[src/rtl/fxu_pkg.sv]
// fxu_pkg: shared FXU opcodes, widths and reservation-station entry types
package fxu_pkg;
  localparam int TAG_W = 4;
  localparam int DATA_W = 16;
  localparam logic [3:0] OP_ADD = 4'd0;
  localparam logic [3:0] OP_SUB = 4'd1;
  localparam logic [3:0] OP_MOV = 4'd4;
  localparam logic [3:0] OP_MOVL = 4'd5;
  localparam logic [3:0] OP_MOVH = 4'd6;
  typedef struct packed {
    logic rdy;
    logic [TAG_W-1:0] tag;
    logic [DATA_W-1:0] value;
  } operand_t;
  typedef struct packed {
    logic valid;
    logic [3:0] opcode;
    logic [TAG_W-1:0] rob_index;
    logic [8:0] imm;
    operand_t t;
    operand_t a;
    operand_t b;
  } rs_entry_t;
endpackage

[src/rtl/fxu_rs_if.sv]
// fxu_rs_if: dispatch, result-broadcast and issue signals of the FXU reservation station
interface fxu_rs_if;
  import fxu_pkg::*;
  logic flush;
  logic disp_valid, disp_ready;
  logic [3:0] disp_opcode;
  logic [TAG_W-1:0] disp_rob_index;
  logic [8:0] disp_imm;
  logic disp_t_rdy, disp_a_rdy, disp_b_rdy;
  logic [TAG_W-1:0] disp_t_tag, disp_a_tag, disp_b_tag;
  logic [DATA_W-1:0] disp_t_val, disp_a_val, disp_b_val;
  logic cdb_valid;
  logic [TAG_W-1:0] cdb_rob_index;
  logic [DATA_W-1:0] cdb_value;
  logic iss_valid;
  logic [3:0] iss_opcode;
  logic [TAG_W-1:0] iss_rob_index;
  logic [DATA_W-1:0] iss_vt, iss_va, iss_vb;
  logic [8:0] iss_imm;
  modport master (
    output flush, disp_valid, disp_opcode, disp_rob_index, disp_imm,
           disp_t_rdy, disp_a_rdy, disp_b_rdy, disp_t_tag, disp_a_tag, disp_b_tag,
           disp_t_val, disp_a_val, disp_b_val, cdb_valid, cdb_rob_index, cdb_value,
    input  disp_ready, iss_valid, iss_opcode, iss_rob_index, iss_vt, iss_va, iss_vb, iss_imm
  );
  modport slave (
    input  flush, disp_valid, disp_opcode, disp_rob_index, disp_imm,
           disp_t_rdy, disp_a_rdy, disp_b_rdy, disp_t_tag, disp_a_tag, disp_b_tag,
           disp_t_val, disp_a_val, disp_b_val, cdb_valid, cdb_rob_index, cdb_value,
    output disp_ready, iss_valid, iss_opcode, iss_rob_index, iss_vt, iss_va, iss_vb, iss_imm
  );
endinterface

[src/rtl/rs_operand_capture.sv]
// rs_operand_capture: next value of one operand after snooping the result broadcast
module rs_operand_capture import fxu_pkg::*; (
  input  operand_t cur,
  input  logic cdb_valid,
  input  logic [TAG_W-1:0] cdb_rob_index,
  input  logic [DATA_W-1:0] cdb_value,
  output operand_t nxt
);
  logic hit;
  assign hit = !cur.rdy && cdb_valid && cur.tag == cdb_rob_index;
  assign nxt = {cur.rdy | hit, cur.tag, hit ? cdb_value : cur.value};
endmodule

[src/rtl/fxu_rs.sv]
// fxu_rs: collapsing reservation station issuing the oldest ready instruction to the FXU
module fxu_rs import fxu_pkg::*; #(
  parameter int NUM_ENTRIES = 4
) (
  input logic clk,
  input logic reset,
  fxu_rs_if.slave bus
);
  localparam int CW = $clog2(NUM_ENTRIES + 1);
  rs_entry_t q [NUM_ENTRIES];
  rs_entry_t q_next [NUM_ENTRIES];
  rs_entry_t woke [NUM_ENTRIES+1];
  rs_entry_t disp_entry;
  operand_t dt, da, db;
  logic [CW-1:0] count, fill;
  logic [NUM_ENTRIES-1:0] ready, shift;
  logic acc;
  for (genvar i = 0; i < NUM_ENTRIES; i++) begin : g_slot
    operand_t t, a, b;
    rs_operand_capture u_t (.cur(q[i].t), .cdb_valid(bus.cdb_valid), .cdb_rob_index(bus.cdb_rob_index), .cdb_value(bus.cdb_value), .nxt(t));
    rs_operand_capture u_a (.cur(q[i].a), .cdb_valid(bus.cdb_valid), .cdb_rob_index(bus.cdb_rob_index), .cdb_value(bus.cdb_value), .nxt(a));
    rs_operand_capture u_b (.cur(q[i].b), .cdb_valid(bus.cdb_valid), .cdb_rob_index(bus.cdb_rob_index), .cdb_value(bus.cdb_value), .nxt(b));
    assign woke[i] = {q[i].valid, q[i].opcode, q[i].rob_index, q[i].imm, t, a, b};
    assign ready[i] = q[i].valid && q[i].t.rdy && q[i].a.rdy && q[i].b.rdy;
  end
  assign woke[NUM_ENTRIES] = '0;
  rs_operand_capture u_dt (.cur({bus.disp_t_rdy, bus.disp_t_tag, bus.disp_t_val}), .cdb_valid(bus.cdb_valid), .cdb_rob_index(bus.cdb_rob_index), .cdb_value(bus.cdb_value), .nxt(dt));
  rs_operand_capture u_da (.cur({bus.disp_a_rdy, bus.disp_a_tag, bus.disp_a_val}), .cdb_valid(bus.cdb_valid), .cdb_rob_index(bus.cdb_rob_index), .cdb_value(bus.cdb_value), .nxt(da));
  rs_operand_capture u_db (.cur({bus.disp_b_rdy, bus.disp_b_tag, bus.disp_b_val}), .cdb_valid(bus.cdb_valid), .cdb_rob_index(bus.cdb_rob_index), .cdb_value(bus.cdb_value), .nxt(db));
  assign disp_entry = {1'b1, bus.disp_opcode, bus.disp_rob_index, bus.disp_imm, dt, da, db};
  assign bus.disp_ready = count < CW'(NUM_ENTRIES);
  assign bus.iss_valid = |ready;
  assign acc = bus.disp_valid && bus.disp_ready;
  assign fill = count - CW'(bus.iss_valid);
  // every slot at or above the issued one moves down by one
  always_comb begin
    shift = '0;
    shift[0] = ready[0];
    for (int k = 1; k < NUM_ENTRIES; k++) shift[k] = shift[k-1] | ready[k];
  end
  always_comb begin
    for (int k = 0; k < NUM_ENTRIES; k++) begin
      q_next[k] = shift[k] ? woke[k+1] : woke[k];
      if (acc && fill == CW'(k)) q_next[k] = disp_entry;
    end
  end
  always_comb begin
    bus.iss_opcode = '0;
    bus.iss_rob_index = '0;
    bus.iss_imm = '0;
    bus.iss_vt = '0;
    bus.iss_va = '0;
    bus.iss_vb = '0;
    for (int k = NUM_ENTRIES - 1; k >= 0; k--) begin
      if (ready[k]) begin
        bus.iss_opcode = q[k].opcode;
        bus.iss_rob_index = q[k].rob_index;
        bus.iss_imm = q[k].imm;
        bus.iss_vt = q[k].t.value;
        bus.iss_va = q[k].a.value;
        bus.iss_vb = q[k].b.value;
      end
    end
  end
  always_ff @(posedge clk) begin
    if (reset || bus.flush) begin
      count <= '0;
      for (int k = 0; k < NUM_ENTRIES; k++) q[k].valid <= 1'b0;
    end else begin
      count <= fill + CW'(acc);
      q <= q_next;
    end
  end
endmodule

[src/flat_wrapper.sv]
// flat-port wrapper written by rule: the top's interface ports become plain ports
module fxu_rs_flat import fxu_pkg::*;
#(
  parameter int NUM_ENTRIES = 4
)
  (clk, reset, bus_flush, bus_disp_valid, bus_disp_opcode, bus_disp_rob_index, bus_disp_imm, bus_disp_t_rdy, bus_disp_a_rdy, bus_disp_b_rdy, bus_disp_t_tag, bus_disp_a_tag, bus_disp_b_tag, bus_disp_t_val, bus_disp_a_val, bus_disp_b_val, bus_cdb_valid, bus_cdb_rob_index, bus_cdb_value, bus_disp_ready, bus_iss_valid, bus_iss_opcode, bus_iss_rob_index, bus_iss_vt, bus_iss_va, bus_iss_vb, bus_iss_imm);
  fxu_rs_if bus_i ();
  input logic clk;
  input logic reset;
  input wire logic [$bits(bus_i.flush)-1:0] bus_flush;
  input wire logic [$bits(bus_i.disp_valid)-1:0] bus_disp_valid;
  input wire logic [$bits(bus_i.disp_opcode)-1:0] bus_disp_opcode;
  input wire logic [$bits(bus_i.disp_rob_index)-1:0] bus_disp_rob_index;
  input wire logic [$bits(bus_i.disp_imm)-1:0] bus_disp_imm;
  input wire logic [$bits(bus_i.disp_t_rdy)-1:0] bus_disp_t_rdy;
  input wire logic [$bits(bus_i.disp_a_rdy)-1:0] bus_disp_a_rdy;
  input wire logic [$bits(bus_i.disp_b_rdy)-1:0] bus_disp_b_rdy;
  input wire logic [$bits(bus_i.disp_t_tag)-1:0] bus_disp_t_tag;
  input wire logic [$bits(bus_i.disp_a_tag)-1:0] bus_disp_a_tag;
  input wire logic [$bits(bus_i.disp_b_tag)-1:0] bus_disp_b_tag;
  input wire logic [$bits(bus_i.disp_t_val)-1:0] bus_disp_t_val;
  input wire logic [$bits(bus_i.disp_a_val)-1:0] bus_disp_a_val;
  input wire logic [$bits(bus_i.disp_b_val)-1:0] bus_disp_b_val;
  input wire logic [$bits(bus_i.cdb_valid)-1:0] bus_cdb_valid;
  input wire logic [$bits(bus_i.cdb_rob_index)-1:0] bus_cdb_rob_index;
  input wire logic [$bits(bus_i.cdb_value)-1:0] bus_cdb_value;
  output wire logic [$bits(bus_i.disp_ready)-1:0] bus_disp_ready;
  output wire logic [$bits(bus_i.iss_valid)-1:0] bus_iss_valid;
  output wire logic [$bits(bus_i.iss_opcode)-1:0] bus_iss_opcode;
  output wire logic [$bits(bus_i.iss_rob_index)-1:0] bus_iss_rob_index;
  output wire logic [$bits(bus_i.iss_vt)-1:0] bus_iss_vt;
  output wire logic [$bits(bus_i.iss_va)-1:0] bus_iss_va;
  output wire logic [$bits(bus_i.iss_vb)-1:0] bus_iss_vb;
  output wire logic [$bits(bus_i.iss_imm)-1:0] bus_iss_imm;
  assign bus_i.flush = bus_flush;
  assign bus_i.disp_valid = bus_disp_valid;
  assign bus_i.disp_opcode = bus_disp_opcode;
  assign bus_i.disp_rob_index = bus_disp_rob_index;
  assign bus_i.disp_imm = bus_disp_imm;
  assign bus_i.disp_t_rdy = bus_disp_t_rdy;
  assign bus_i.disp_a_rdy = bus_disp_a_rdy;
  assign bus_i.disp_b_rdy = bus_disp_b_rdy;
  assign bus_i.disp_t_tag = bus_disp_t_tag;
  assign bus_i.disp_a_tag = bus_disp_a_tag;
  assign bus_i.disp_b_tag = bus_disp_b_tag;
  assign bus_i.disp_t_val = bus_disp_t_val;
  assign bus_i.disp_a_val = bus_disp_a_val;
  assign bus_i.disp_b_val = bus_disp_b_val;
  assign bus_i.cdb_valid = bus_cdb_valid;
  assign bus_i.cdb_rob_index = bus_cdb_rob_index;
  assign bus_i.cdb_value = bus_cdb_value;
  assign bus_disp_ready = bus_i.disp_ready;
  assign bus_iss_valid = bus_i.iss_valid;
  assign bus_iss_opcode = bus_i.iss_opcode;
  assign bus_iss_rob_index = bus_i.iss_rob_index;
  assign bus_iss_vt = bus_i.iss_vt;
  assign bus_iss_va = bus_i.iss_va;
  assign bus_iss_vb = bus_i.iss_vb;
  assign bus_iss_imm = bus_i.iss_imm;
  fxu_rs #(.NUM_ENTRIES(NUM_ENTRIES)) u_core (.clk(clk), .reset(reset), .bus(bus_i));
endmodule
[config.mk]
export PLATFORM = sky130hd
export DESIGN_NAME = fxu_rs_flat
export DESIGN_NICKNAME = d
export VERILOG_FILES = /design/src/rtl/fxu_pkg.sv /design/src/rtl/fxu_rs_if.sv /design/src/rtl/rs_operand_capture.sv /design/src/rtl/fxu_rs.sv /design/src/flat_wrapper.sv
export SDC_FILE = /design/constraint.sdc
export NUM_CORES = 1
export LEC_CHECK = 0
export ABC_CLOCK_PERIOD_IN_PS = 11300
export BUFFER_PORTS_ARGS = -buffer_cell sky130_fd_sc_hd__buf_2
export CAP_MARGIN = 20
export CORE_UTILIZATION = 25
export DETAILED_ROUTE_END_ITERATION = 8
export PLACE_DENSITY = 0.39
export RECOVER_POWER = 100
export SLEW_MARGIN = 5
export SYNTH_ARGS = -nofsm -noshare
export SYNTH_HDL_FRONTEND = slang
export SYNTH_HIERARCHICAL = 1
export SYNTH_SLANG_ARGS = --single-unit
export TNS_END_PERCENT = 20
[constraint.sdc]
create_clock -name clk -period 11.3 [get_ports clk]
set_input_delay 1.695 -clock clk [delete_from_list [all_inputs] [get_ports clk]]
set_output_delay 1.695 -clock clk [all_outputs]
set_load 0.1 [all_outputs]
## Yosys cells after proc, flatten, opt, wreduce, memory -nomap -nowiden

Index checks and enable logic that the tools add are counted.

| storage, ports and cells | value |
|---|---|
| bits in registers | 327 |
| bits of input ports | 105 |

| operators by class | value |
|---|---|
| add/sub/neg operators | 2 |
| magnitude comparators | 1 |
| equal/unequal tests | 18 |
| muxes and demuxes | 47 |
| bitwise logic cells | 19 |
| reduce and logical (&&, ||, !) cells | 79 |

Operators by type and width:

| cell | number |
|---|---|
| $mux 81 | 8 |
| $mux 16 | 27 |
| $eq 4x4->1 | 15 |
| $logic_and 1x1->1 | 47 |
| $mux 9 | 4 |
| $mux 4 | 8 |
| $or 1x1->1 | 18 |
| $logic_not 1->1 | 15 |
| $reduce_and 2->1 | 7 |
| $reduce_bool 3->1 | 3 |
| $reduce_bool 2->1 | 4 |
| $eq 3x2->1 const B | 2 |
| $reduce_or 4->1 | 1 |
| $add 3x1->3 | 1 |
| $eq 3x1->1 const B | 1 |
| $logic_not 3->1 | 1 |
| $lt 3x3->1 const B | 1 |
| $sub 3x1->3 | 1 |
| $logic_or 1x1->1 | 1 |
| $not 1->1 | 1 |

## Longest topological paths before layout

| depth | value |
|---|---|
| depth in word-level cells | 9 |
| mapped depth | 13 |

## Hierarchy

Netlist, hierarchy kept.

By module, submodules not included:

| module | instances | cells each | area an instance (µm²) | seq. area each (µm²) |
|---|---|---|---|---|
| fxu_rs | 1 | 1,888 | 17,249.0 | 9,749.4 |
| rs_operand_capture | 15 | 28 | 331.6 | 0.0 |

## Worst setup path before layout

Ideal clock, no wire load.

| timing | value |
|---|---|
| path type | input to register |
| start | input port bus_flush |
| end | register u_core/q[63] (netlist name), enable pin |
| library setup time | 0.375 ns |
| arrival | 7.859 ns |
| data required time | 10.925 ns |
| slack | 3.066 ns |
| stages | 4 |
| path buffers | 1 |
| path through | or2_2 > clkbuf_1 > inv_1 > o21a_1 |

| between the ends | value |
|---|---|
| cells in the longest elaborated chain, start to end | 3 |

RTL lines:

| item | RTL line | text |
|---|---|---|
| start: declaration | flat_wrapper.sv:10 | `input wire logic [$bits(bus_i.flush)-1:0] bus_flush;` |
| $logic_or 1x1->1 | fxu_rs.sv:66 | `if (reset \|\| bus.flush) begin` |
| $not 1->1 (no line) | -- |  |
| $reduce_and 2->1 (no line) | -- |  |
| end signal: assignment | fxu_rs.sv:71 | `q <= q_next;` |
| end: declaration | fxu_rs.sv:10 | `rs_entry_t q [NUM_ENTRIES];` |

No other way between the ends.
A chain may end at the register's enable or synchronous reset.

## Worst setup path after layout

| timing | value |
|---|---|
| start | register u_core/q[122] (netlist name) |
| end | output port bus_iss_vt[15] |

| between the ends | value |
|---|---|
| cells in the longest elaborated chain, start to end | 5 |

RTL lines:

| item | RTL line | text |
|---|---|---|
| $logic_and 1x1->1 (2 in a row) | fxu_rs.sv:24 | `assign ready[i] = q[i].valid && q[i].t.rdy && q[i].a.rdy && q[i].b.rdy;` |
| $mux 16 (3 in a row) | fxu_rs.sv:55 | `if (ready[k]) begin` |
| end: declaration | flat_wrapper.sv:31 | `output wire logic [$bits(bus_i.iss_vt)-1:0] bus_iss_vt;` |

No other way between the ends.

==> impl_metrics.yaml <==
placed_design:
  portBuffers: 171
  dpl.hpwl_um: 49600
  dpl_worst_slack_ns: 6.41
  placed_cell_area_um2: 23300
  placed_cells: 3421
  gp_congestion: 0.766
grt:
  antenna_found_initial: 14
  grt.total_usage_pct: 18.7
  grt_pass1_vias: 17700
  grt_overflow: 0
  grt_pass1_wl_um: 125000
  grt_max_degree: 133
floorplan:
  fp.dieArea_um2: 90100
  std_cell_rows: 108
  io_pins: 172
  start_util_pct: 25.4
  die_h_um: 300
  die_w_um: 300
  core_um2: 87400
finish:
  final_common_cell: "nand2_1"
  final_area_um2: 24600
  layout-drive-gt1-share_pct: 21.9
  finalNetCount: 2421
  final_cells: 3503
  final_cell_mix: "577 x nand2_1, 320 x edfxtp_1, 194 x nor2_1"
  syn_to_final_growth_pct: 10.5
  final_core_utilization_pct: 28.1
clocking:
  cts_sinks: 327
  clkTransAtPathRegs_ns: 0.05
  cts_max_level: 2
  cts_root_buf: "clkbuf_16"
  cts_tree: "yes"
  post_cts_resized: 0
  cts_setup_buffers: 0
  cts-buffers-inserted: 44
  hold_buffers: 0
  clockBufferDepth: 3
  insertion_delay_ns: 0.58
worst_setup_path:
  startpoint_type: "flop"
  crit_path_end_kind: "output port"
  cp.required_ns: 9.61
  reg2reg_depth: 11
  critical_path_class: "reg -> out"
  reg2reg_to: "u_core/q[113]"
  critPathMaxFanout: 66
  r2r_setup_slack_ns: 3.43
  rr_startpoint: "u_core/q[305]"
  cp.arrival_ns: 6.67
timing:
  fin_skew_ns: 0.0309
  fin_crit_ns: 8.36
  setup_violations: 0
  fmaxAchievable_ghz: 0.120
  hold_ws_ns: 0.487
  setup_slack_ns: 2.94
  hold_viol: 0
  tightest_slew_ns: 5.14
  tns_ns: 0
  drv_slew: 581
  fin_crit_sh_pct: 74.0
  rsz0062_at_grt: "false"
  slew_headroom_pct: -243
yosys:
  syn_avg_cell_area_um2: 9.63
  synth_cells: 2308
  netlist_top_cells_area: "edfxtp_1 43%, nand2_1 9.8%, mux2_4 9.1%, mux2_2 5.3%, a31oi_1 3.6%"
  yosysSeqAreaShare_pct: 43.9
  synth_top_area_cell: "edfxtp_1"
  ys_types: 39
  ys.warnings.count: 6
  yosys.area_share.simple_pct: 17.6
  synth.ff_latch_count: 327
  yosys.area_share.adder_pct: 0.225
  synthMuxAreaShare_pct: 14.4
  yosysTopAreaCellShare_pct: 43.2
  synth_nets: 2417
  synth_top_family_by_area: "simple AND/OR/NAND/NOR gates"
  synth-xor-area-share_pct: 2.48
  synth_area_um2: 22200
  synth_compound_area_share_pct: 14.6
drt:
  drt_pre_antenna_iters: 6
  postRouteAntennaNets: 0
  vias_per_cell: 5.07
  drtIter0Drc: 1510
  routedWlPerCell_um: 24.6
  vias: 17800
  drc: 0
  route.final.wire_length_um: 86100
pwr:
  p_leak_nw: 9.51
  ir_drop_mv: 0.0924
  power_per_cell_area_nw_per_um2: 131
  power.total_mw: 3.22
hold_path:
  hp-start: "u_core/q[80]"
  hp-class: "reg -> reg"
  min_to: "u_core/q[161]"
  holdPathStages: 2
outcome:
  outcome: "finished, violations left"
  violations: "capacitance limit, slew limit"
run:
  cap_violations: 11
## worst max path at each step
stage	startpoint	endpoint	slack (ns)	cells after the start
6_report	u_core/q[122]	bus_iss_vt[15]	2.94	5
5_1_grt	u_core/q[143]	bus_iss_vt[15]	2.85	5
4_1_cts	u_core/q[122]	bus_iss_va[15]	5.77	6
3_5_place_dp	u_core/q[122]	bus_iss_va[15]	6.41	6
3_3_place_gp	bus_flush	u_core/q[42]	6.47	5
2_1_floorplan	bus_flush	u_core/q[63]	3.07	4
## layer usage
metal	global-route usage (%)	up-vias	share of wire [%]
li1	-	8286	-
met1	24.9	8794	44
met2	30.9	575	47
met3	2.93	107	5.4
met4	6.09	12	2.7
met5	0	-	0.088
## report_power, final
| part | total [mW] | switching, mW | internal, mW |
|---|---|---|---|
| clock | 1.34 | 0.568 | 0.774 |
| sequential | 1.44 | 0.0312 | 1.41 |
| combinational | 0.430 | 0.273 | 0.156 |
## cells in the mapped netlist, drive strengths merged
cell    instances
or2             1
or2b           15
o22ai           1
xor2           46
a21oi         134
a22o           17
and2            3
a221oi         65
nor3           18
edfxtp        320
inv             6
o21ai         209
and3           17
nor2          196
nand2b          1
nor3b           1
mux2          240
ha              4
o21a            1
xnor2          17
dfxtp           7
nand2         578
nand4b         15
clkbuf         52
a31oi         127
nand4           4
nor2b           2
nand3          20
buf           186
and4            4
nand3b          1
## sequential cells by signal, summed over array words and instances, names as in the netlist
name	cells
u_core/count	3
u_core/q	324
## area by class of cell
type / count / area, um^2
Antenna cell: 5 / 12.5
Multi-Input combinational cell: 1737 / 11000
Clock inverter: 18 / 121
Fill cell: 9217 / 62900
Timing Repair Buffer: 196 / 1010
Clock buffer: 59 / 1220
Sequential cell: 327 / 9750
Inverter: 6 / 23.8
Tap cell: 1155 / 1450
## logic make-up after synthesis
group | after synthesis
compound gates | 554
xor+xnor | 63
fa+ha+maj | 4
buf+inv | 244
flops | 327
mux | 240
simple gates | 876
## worst max-delay path, stage by stage, from the launching register on
cell,delay [ns]
edfxtp_1,0.41
and4_4,0.26
clkbuf_1,3.60
a221oi_1,0.47
o21ai_0,0.42
clkbuf_1,0.90
Power figures use the tool's default switching activity.
